<file path="src/rtl/glitch_sequencer.sv">
// rtl/glitch_sequencer.sv - sequences one glitch attempt: arm, flush, trigger sync, delay, pulse
// Optional multi-shot mode with per-shot delay stepping is enabled by GLITCH_SEQ_REPEAT_EN.
module glitch_sequencer #(
  parameter int WIDTH       = 32,
  parameter int SYNC_STAGES = 2
) (
  input  logic             clk_i,
  input  logic             rst_i,
  input  logic             arm_i,
  input  logic             abort_i,
  input  logic [WIDTH-1:0] threshold_i,
  input  logic [WIDTH-1:0] delay_i,
  input  logic [WIDTH-1:0] width_i,
`ifdef GLITCH_SEQ_REPEAT_EN
  input  logic [7:0]       repeat_i,
  input  logic [WIDTH-1:0] step_i,
  output logic [7:0]       shot_o,
`endif
  input  logic             ec_trigger_i,
  output logic             ec_rst_o,
  output logic             ec_enable_o,
  output logic [WIDTH-1:0] ec_threshold_o,
  output logic             glitch_o,
  output logic             busy_o,
  output logic             done_o,
  output logic [2:0]       state_o
);

  localparam logic [2:0] IDLE      = 3'd0;
  localparam logic [2:0] CLEAR     = 3'd1;
  localparam logic [2:0] WAIT_TRIG = 3'd2;
  localparam logic [2:0] DELAY     = 3'd3;
  localparam logic [2:0] PULSE     = 3'd4;
  localparam logic [2:0] DONE      = 3'd5;

  localparam logic [WIDTH-1:0] ONE     = WIDTH'(1);
  localparam logic [WIDTH-1:0] CLR_LEN = WIDTH'(SYNC_STAGES + 1);

  logic [2:0]             state_q, state_d;
  logic [WIDTH-1:0]       cnt_q, cnt_d;
  logic [WIDTH-1:0]       thr_q, thr_d;
  logic [WIDTH-1:0]       dly_q, dly_d;
  logic [WIDTH-1:0]       wid_q, wid_d;
  logic [SYNC_STAGES-1:0] sync_q;
  logic                   glitch_q;
  logic                   ec_rst_q;
  logic                   ec_en_q;
  logic                   trig_sync;

`ifdef GLITCH_SEQ_REPEAT_EN
  logic [7:0]       rep_q, rep_d;
  logic [WIDTH-1:0] step_q, step_d;
  logic [7:0]       shot_q, shot_d;
`endif

  assign trig_sync = sync_q[SYNC_STAGES-1];

  // One shared down-counter times CLEAR, DELAY and PULSE; every phase ends when it reads 1.
  always_comb begin
    state_d = state_q;
    cnt_d   = cnt_q;
    thr_d   = thr_q;
    dly_d   = dly_q;
    wid_d   = wid_q;
`ifdef GLITCH_SEQ_REPEAT_EN
    rep_d   = rep_q;
    step_d  = step_q;
    shot_d  = shot_q;
`endif
    if (state_q != IDLE && abort_i) begin
      state_d = IDLE;
    end else begin
      case (state_q)
        IDLE: begin
          if (arm_i && !abort_i) begin
            thr_d   = (threshold_i == '0) ? ONE : threshold_i;
            dly_d   = delay_i;
            wid_d   = (width_i == '0) ? ONE : width_i;
            cnt_d   = CLR_LEN;
            state_d = CLEAR;
`ifdef GLITCH_SEQ_REPEAT_EN
            rep_d   = repeat_i;
            step_d  = step_i;
            shot_d  = 8'd0;
`endif
          end
        end
        CLEAR: begin
          if (cnt_q == ONE) state_d = WAIT_TRIG;
          else              cnt_d   = cnt_q - ONE;
        end
        WAIT_TRIG: begin
          if (trig_sync) begin
            if (dly_q == '0) begin
              state_d = PULSE;
              cnt_d   = wid_q;
            end else begin
              state_d = DELAY;
              cnt_d   = dly_q;
            end
          end
        end
        DELAY: begin
          if (cnt_q == ONE) begin
            state_d = PULSE;
            cnt_d   = wid_q;
          end else begin
            cnt_d = cnt_q - ONE;
          end
        end
        PULSE: begin
          if (cnt_q == ONE) begin
`ifdef GLITCH_SEQ_REPEAT_EN
            shot_d = shot_q + 8'd1;
            // shot_q shots done before this one; another follows while shot_q < repeat
            if (shot_q < rep_q) begin
              state_d = CLEAR;
              cnt_d   = CLR_LEN;
              dly_d   = dly_q + step_q;
            end else begin
              state_d = DONE;
            end
`else
            state_d = DONE;
`endif
          end else begin
            cnt_d = cnt_q - ONE;
          end
        end
        DONE:    state_d = IDLE;
        default: state_d = IDLE;
      endcase
    end
  end

  always_ff @(posedge clk_i or posedge rst_i) begin
    if (rst_i) begin
      state_q  <= IDLE;
      cnt_q    <= '0;
      thr_q    <= ONE;
      dly_q    <= '0;
      wid_q    <= ONE;
      sync_q   <= '0;
      glitch_q <= 1'b0;
      ec_rst_q <= 1'b1;
      ec_en_q  <= 1'b0;
    end else begin
      state_q  <= state_d;
      cnt_q    <= cnt_d;
      thr_q    <= thr_d;
      dly_q    <= dly_d;
      wid_q    <= wid_d;
      sync_q   <= {sync_q[SYNC_STAGES-2:0], ec_trigger_i};
      glitch_q <= (state_d == PULSE);
      ec_rst_q <= (state_d == IDLE) || (state_d == CLEAR);
      ec_en_q  <= (state_d == WAIT_TRIG);
    end
  end

`ifdef GLITCH_SEQ_REPEAT_EN
  always_ff @(posedge clk_i or posedge rst_i) begin
    if (rst_i) begin
      rep_q  <= 8'd0;
      step_q <= '0;
      shot_q <= 8'd0;
    end else begin
      rep_q  <= rep_d;
      step_q <= step_d;
      shot_q <= shot_d;
    end
  end

  assign shot_o = shot_q;
`endif

  assign ec_rst_o       = ec_rst_q;
  assign ec_enable_o    = ec_en_q;
  assign ec_threshold_o = thr_q;
  assign glitch_o       = glitch_q;
  assign busy_o         = (state_q != IDLE);
  assign done_o         = (state_q == DONE);
  assign state_o        = state_q;

endmodule

</file>
<file path="config.mk">
export PLATFORM = sky130hd
export DESIGN_NAME = glitch_sequencer
export DESIGN_NICKNAME = d
export VERILOG_FILES = /design/src/rtl/glitch_sequencer.sv
export SDC_FILE = /design/constraint.sdc
export NUM_CORES = 1
export LEC_CHECK = 0
export ABC_CLOCK_PERIOD_IN_PS = 11010
export BUFFER_PORTS_ARGS = -buffer_cell sky130_fd_sc_hd__clkbuf_2
export CAP_MARGIN = 15
export CORE_MARGIN = 8
export CORE_UTILIZATION = 59
export DETAILED_ROUTE_END_ITERATION = 7
export GPL_TIMING_DRIVEN = 0
export PLACE_DENSITY = 0.85
export SLEW_MARGIN = 20
export SYNTH_ARGS = -nofsm -noshare
export SYNTH_HDL_FRONTEND = slang
export SYNTH_SLANG_ARGS = --single-unit
</file>
<file path="constraint.sdc">
create_clock -name clk_i -period 11.01 [get_ports clk_i]
set_input_delay 2.7525 -clock clk_i [delete_from_list [all_inputs] [get_ports clk_i]]
set_output_delay 2.7525 -clock clk_i [all_outputs]
set_load 0.03 [all_outputs]
</file>
==> results.md, run 1 <==
- TritonCTS clock tree: built
- Area Growth Syn to Fin: 22.5%
- CTS Hold Buffers Added: 0
- Final net count: approximately 810
- Period utilisation layout: slightly above 40%
- Fmax: 219 MHz
- FF-to-FF Start: cnt_q[8]$_DFFE_PP0P_
- Post-DR wirelength/cell: 23.1 um
- Most common cell in the netlist: dfrtp_1
- Cell count after synthesis: 550
- Setup violations, final: 0
- First-pass GRT wire length: 31900 um
- Synth top area share: around half
- Min Hold Slack: approximately 0.36 ns
- Diode count: 0
- Postcts setup bufs: 0
- Die H: about 120 um
- Setup WS pre-CTS: between 6 and 7 ns
- Dpl cells: between 800 and 900
- Startpoint class of the critical path: flip-flop
- Root buffer cell: clkbuf_8
- Least-Margin Pin Slew: a little under 1 ns
- Avg Cell Area, Syn: 12.0 sq um
- Worst Skew: 0.0110 ns
- CTS sink count: between 100 and 150
- Area contributors post-synth: dfrtp_1, mux2_2, nor4_1
- Synth top cells by count: dfrtp_1, mux2_2, nor4_1
- Post_cts resized: 0
- Final HPWL DP: ~15000 um
- Gpl congestion: roughly 0.94
- Routed vias/inst: approximately 6.5
- Starting Density: 60.5%
- R2r worst-path depth: 7
- WP data arrival: about 1.8 ns
- Setup tns final: 0 ns
- Crit-path max FO: 10
- Port bufs: 140
- Post-Syn Area: 6590 sq um
- Placed cell areas: 7500 sq um
- # Max-Cap Violations: 0
- Number of H-tree levels: 4
- GRT overflow: 0
- Worst r2r dst: cnt_q[18]$_DFFE_PP0P_
- Dominant cell type by area after synthesis: dfrtp_1
- Finished Layout Cells: ~860
- LEAKAGE: between 0.003 and 0.004 uW
- Worst-Skew Late Latency: around 0.54 ns
- Critical Path Sink Type: output port
- Yosys warns: 0
- Worst setup endpoint: busy_o
- CP required: around 8.3 ns
- Vias: 5610
- Width of the die: between 100 and 150 um
- Max IR drop VDD: 0.000248 V
- Tmin final: 4.57 ns
- # DRC: 0
- Status: completed
- Max-slew violation count: 0
- Antenna Violating Nets Remaining: 0
- Yosys reg bits: approximately 140
- Slew HR: approximately 35%
- Cts bufs inserted: 17
- TritonRoute pass-1 iters: 6
- Crit path launch: state_o[1]$_DFF_PP0_
- Largest net degree at the start of global routing: approximately 110
- Clock transition at path regs: roughly 0.060 ns
- Core Region: 10900 sq um
- Top FF cell, synth: dfrtp_1
- Synthesized net count: about 650
- Worst setup margin: 6.44 ns
- Core Rows: 38
- RSZ-0062 raised after global routing: false
- Setup Crit Path Kind: reg2out
- Post-synth EDFFs: 0
- GRT Util Overall: ~28%
- Max clock buf depth: 2
- Antenna violations before repair: 0
- Drt initial violations: 590
- Seq/Total Area, Yosys: around half
- Min-Delay Path Class: reg2reg
- Reg2reg setup slack: roughly 7.7 ns
- Final Hold Vio Count: 0
- Die area: around 15000 sq um
- Pwr dens: between 200 and 300 nW/um^2
- Unique masters post-synth: between 60 and 70
- Boundary Pins: approximately 140
- Fin area: roughly 8100 sq um
- Share of cells above drive strength 1: between 40% and 50%
- Post-synth ARST share: 100%
- Number of global-route vias before repair: between 6000 and 7000
- Routed WL: 20000 um
==> flip-flops by register name, indices dropped and copies added (netlist names) <==
name / count
cnt_q: 32
dly_q: 32
ec_threshold_o: 32
wid_q: 32
state_o: 3
sync_q: 2
ec_enable_o: 1
ec_rst_o: 1
glitch_o: 1
==> where the power goes <==
part           internal, uW  switching (uW)  total [uW]
Combinational           351             521         873
Clock                   334             214         547
Sequential              719             180         899
==> through the flow <==
stage	utilization (%)	power (uW)
finish	74.2	2320
global route	74.2	2430
CTS	74.2	2310
detailed placement	68.9	1760
global placement	68.6	1710
floorplan	-	1470
==> worst min path at each step <==
stage | to | cells past startpoint | start | slack, ns
2_1_floorplan | sync_q[1]$_DFF_PP0_ | 0 | sync_q[0]$_DFF_PP0_ | 0.33
3_5_place_dp | sync_q[1]$_DFF_PP0_ | 0 | sync_q[0]$_DFF_PP0_ | 0.34
6_report | sync_q[1]$_DFF_PP0_ | 0 | sync_q[0]$_DFF_PP0_ | 0.36
5_1_grt | sync_q[1]$_DFF_PP0_ | 0 | sync_q[0]$_DFF_PP0_ | 0.36
4_1_cts | sync_q[1]$_DFF_PP0_ | 0 | sync_q[0]$_DFF_PP0_ | 0.36
3_3_place_gp | sync_q[1]$_DFF_PP0_ | 0 | sync_q[0]$_DFF_PP0_ | 0.33
==> cell usage in the layout, fill, tap and decap left out, types with 5 or more instances in the layout <==
master | synthesis | layout
a21oi_1 | 17 | 17
dfrtp_1 | 133 | 133
nand2_1 | 15 | 15
o211a_1 | 7 | 7
or4_4 | 5 | 5
or2_2 | 5 | 5
a22o_1 | 11 | 11
nor2_1 | 31 | 31
clkbuf_2 | 0 | 140
nor4_1 | 38 | 38
o21ai_0 | 20 | 20
nand3_1 | 6 | 6
o2bb2ai_1 | 5 | 5
a221o_1 | 11 | 11
nand4_1 | 8 | 8
clkbuf_1 | 18 | 20
nand2b_1 | 5 | 5
o22ai_2 | 5 | 5
mux2_2 | 94 | 94
a22oi_1 | 13 | 13
clkbuf_16 | 0 | 16
nor3_1 | 14 | 14
==> cell type report <==
class                           count  area (sq um)
Tap cell                          140           175
Timing Repair Buffer              141           728
Multi-Input combinational cell    379          3010
Fill cell                         672          2810
Clock buffer                       21           449
Sequential cell                   136          3410
Buffer                             30           151
Clock inverter                     11           123
Inverter                            5          26.3
==> critical path: stages (launching register included) <==
cell      delay [ns]
dfrtp_1         0.43
buf_1           0.25
or3_1           0.41
clkbuf_2        0.19
==> logic make-up after synthesis <==
family | share of synthesized area [%]
AO/OA/AOI/OAI | 14.6
XOR/XNOR | 0.665
adder cells (fa/ha/maj) | 0.531
buffers and inverters | 2.58
flip-flops | 51.7
multiplexers | 16.1
AND/OR/NAND/NOR | 13.9
==> metal layers <==
layer  vias to the layer above  global-route usage [%]  wire length (um)
met3                        56                    9.81              1880
li1                       2460                       -                 -
met4                         0                    15.4               807
met5                         -                       0                 0
met2                       292                    44.5              9770
met1                      2802                    32.4              7520
(Power assumes the default switching activity.)
==> run 2, diff against run 1 <==
--- a/config.mk
+++ b/config.mk
@@ -5,14 +5,14 @@
 export SDC_FILE = /design/constraint.sdc
 export NUM_CORES = 1
 export LEC_CHECK = 0
-export ABC_CLOCK_PERIOD_IN_PS = 11010
+export ABC_CLOCK_PERIOD_IN_PS = 4400
 export BUFFER_PORTS_ARGS = -buffer_cell sky130_fd_sc_hd__clkbuf_2
 export CAP_MARGIN = 15
 export CORE_MARGIN = 8
-export CORE_UTILIZATION = 59
+export CORE_UTILIZATION = 55
 export DETAILED_ROUTE_END_ITERATION = 7
 export GPL_TIMING_DRIVEN = 0
-export PLACE_DENSITY = 0.85
+export PLACE_DENSITY = 0.8
 export SLEW_MARGIN = 20
 export SYNTH_ARGS = -nofsm -noshare
 export SYNTH_HDL_FRONTEND = slang
==> constraint.sdc (replaced) <==
create_clock -name clk_i -period 4.4 [get_ports clk_i]
set_input_delay 1.1 -clock clk_i [delete_from_list [all_inputs] [get_ports clk_i]]
set_output_delay 1.1 -clock clk_i [all_outputs]
set_load 0.03 [all_outputs]
==> results.md, run 2 (synthesis results as in run 1) <==
- Largest net degree at the start of global routing: 38 (was 108)
- Status: completed (unchanged)
- Critical Path Sink Type: flip-flop (was output port)
- TritonRoute pass-1 iters: 6 (unchanged)
- Max IR drop VDD: 0.000466 V (was 0.000248 V)
- Final Util: 68.2% (was 74.2%)
- Width of the die: 125 um (was 122 um)
- Least-Margin Pin Slew: 0.846 ns (was 0.972 ns)
- Port bufs: 140 (unchanged)
- Max-slew violation count: 0 (unchanged)
- Pwr dens: 712 nW/um^2 (was 287 nW/um^2)
- LEAKAGE: 0.00364 uW (about the same)
- Clock transition at path regs: 0.06 ns (about the same)
- GRT Util Overall: 25.5% (was 27.9%)
- Core Rows: 40 (was 38)
- Worst setup margin: 1.14 ns (was 6.44 ns)
- Startpoint class of the critical path: flip-flop (unchanged)
- Tmin final: between 3 and 4 ns
- Diode count: 0 (unchanged)
- Worst Skew: 0.00661 ns (was 0.0110 ns)
- Gpl congestion: 0.947 (was 0.940)
- CTS Hold Buffers Added: 0 (unchanged)
- Most common cell after layout, fill and taps aside: clkbuf_2 (unchanged)
- Die area: 15700 sq um (was 14800 sq um)
- Routed WL: 19600 um (was 20000 um)
- First-pass GRT wire length: 32000 um (was 31900 um)
- Final Hold Vio Count: 0 (unchanged)
- Period utilisation layout: between 70% and 80%
- Vias: 5616 (was 5610)
- Post-DR wirelength/cell: 22.5 um (was 23.1 um)
- Min-Delay Path Class: reg2reg (unchanged)
- Fmax: roughly 310 MHz
- Setup tns final: 0 ns (unchanged)
- Boundary Pins: 141 (unchanged)
- Area Growth Syn to Fin: 22.8% (was 22.5%)
- # Max-Cap Violations: 0 (unchanged)
- Number of H-tree levels: 4 (unchanged)
- Max clock buf depth: 2 (unchanged)
- Core Region: 11900 sq um (was 10900 sq um)
- WP data arrival: 3.56 ns (was 1.82 ns)
- R2r worst-path depth: 7 (unchanged)
- Reg2reg setup slack: 1.14 ns (was 7.67 ns)
- Final net count: 815 (was 813)
- Antenna violations before repair: 0 (unchanged)
- Starting Density: 55.6% (was 60.5%)
- Setup violations, final: 0 (unchanged)
- CTS sink count: 136 (unchanged)
- Number of global-route vias before repair: 6126 (was 6057)
- Share of cells above drive strength 1: 42.1% (was 42.2%)
- Final HPWL DP: 14800 um (was 14700 um)
- Most frequent cells in the layout: clkbuf_2, dfrtp_1, mux2_2, nor4_1, nor2_1 (unchanged)
- Root buffer cell: clkbuf_16 (was clkbuf_8)
- Worst-Skew Late Latency: 0.43 ns (was 0.54 ns)
- FF-to-FF Start: cnt_q[26]$_DFFE_PP0P_ (was cnt_q[8]$_DFFE_PP0P_)
- Antenna Violating Nets Remaining: 0 (unchanged)
- Setup Crit Path Kind: reg2reg (was reg2out)
- Crit path launch: cnt_q[26]$_DFFE_PP0P_ (was state_o[1]$_DFF_PP0_)
- RSZ-0062 raised after global routing: false (unchanged)
- Postcts setup bufs: 0 (unchanged)
- Worst setup endpoint: cnt_q[16]$_DFFE_PP0P_ (was busy_o)
- # DRC: 0 (unchanged)
- Setup WS pre-CTS: 1.10 ns (was 6.12 ns)
- Routed vias/inst: 6.44 (was 6.50)
- Drt initial violations: 464 (was 590)
- GRT overflow: 0 (unchanged)
- Cts bufs inserted: 17 (unchanged)
- Slew HR: 43.4% (was 34.6%)
- CP required: 4.70 ns (was 8.26 ns)
- Die H: 125 um (was 122 um)
- Crit-path max FO: 10 (unchanged)
- Post_cts resized: 0 (unchanged)
- TritonCTS clock tree: built (unchanged)
- Worst r2r dst: cnt_q[16]$_DFFE_PP0P_ (was cnt_q[18]$_DFFE_PP0P_)
==> run 2: cell type report <==
cell class              instances  area (sq um)
clock inverters                 8          72.6
multi-input cells             379          3010
inverters                       5          22.5
plain buffers                  30           151
repair buffers                143           761
well taps                     147           184
fillers                       840          3770
flip-flops and latches        136          3410
clock buffers                  24           482
==> run 2: worst min path at each step <==
stage	cells past startpoint	slack, ns	start	end
after floorplan	0	0.33	sync_q[0]$_DFF_PP0_	sync_q[1]$_DFF_PP0_
after global placement	0	0.34	sync_q[0]$_DFF_PP0_	sync_q[1]$_DFF_PP0_
after detailed placement	0	0.35	sync_q[0]$_DFF_PP0_	sync_q[1]$_DFF_PP0_
after CTS	0	0.36	sync_q[0]$_DFF_PP0_	sync_q[1]$_DFF_PP0_
after global routing	0	0.38	sync_q[0]$_DFF_PP0_	sync_q[1]$_DFF_PP0_
final	0	0.36	sync_q[0]$_DFF_PP0_	sync_q[1]$_DFF_PP0_
==> run 2: metrics by stage <==
step	power, uW	hold WS, ns	instances	cell area (sq um)
after global placement	4280	0.337	837	7480
final	5760	0.358	872	8090
after global routing	6040	0.379	872	8090
after detailed placement	4380	0.346	840	7540
after CTS	5740	0.359	872	8090
after floorplan	3670	0.331	550	6600
==> run 2: worst max-delay path, cell delays in order (launching register included) <==
cell and delay [ns]:
dfrtp_1 0.42, or4_4 0.59, or4_4 0.48, nor3_1 0.48, a21oi_1 0.13, o21ai_2 0.49, buf_2 0.40, o22ai_2 0.14
==> run 2: where the power goes <==
| part | total [uW] | internal [uW] | switching (uW) |
|---|---|---|---|
| Sequential | 2240 | 1800 | 435 |
| Clock | 1340 | 817 | 523 |
| Combinational | 2190 | 883 | 1300 |
==> run 2: metal layers <==
| layer | part of all wire (%) | vias up | global-route usage, % |
|---|---|---|---|
| met2 | 49 | 298 | 41.8 |
| met1 | 39 | 2803 | 29.4 |
| met3 | 9.3 | 56 | 8.80 |
| met4 | 3.4 | 0 | 12.2 |
| met5 | 0 | - | 0 |
| li1 | - | 2459 | - |
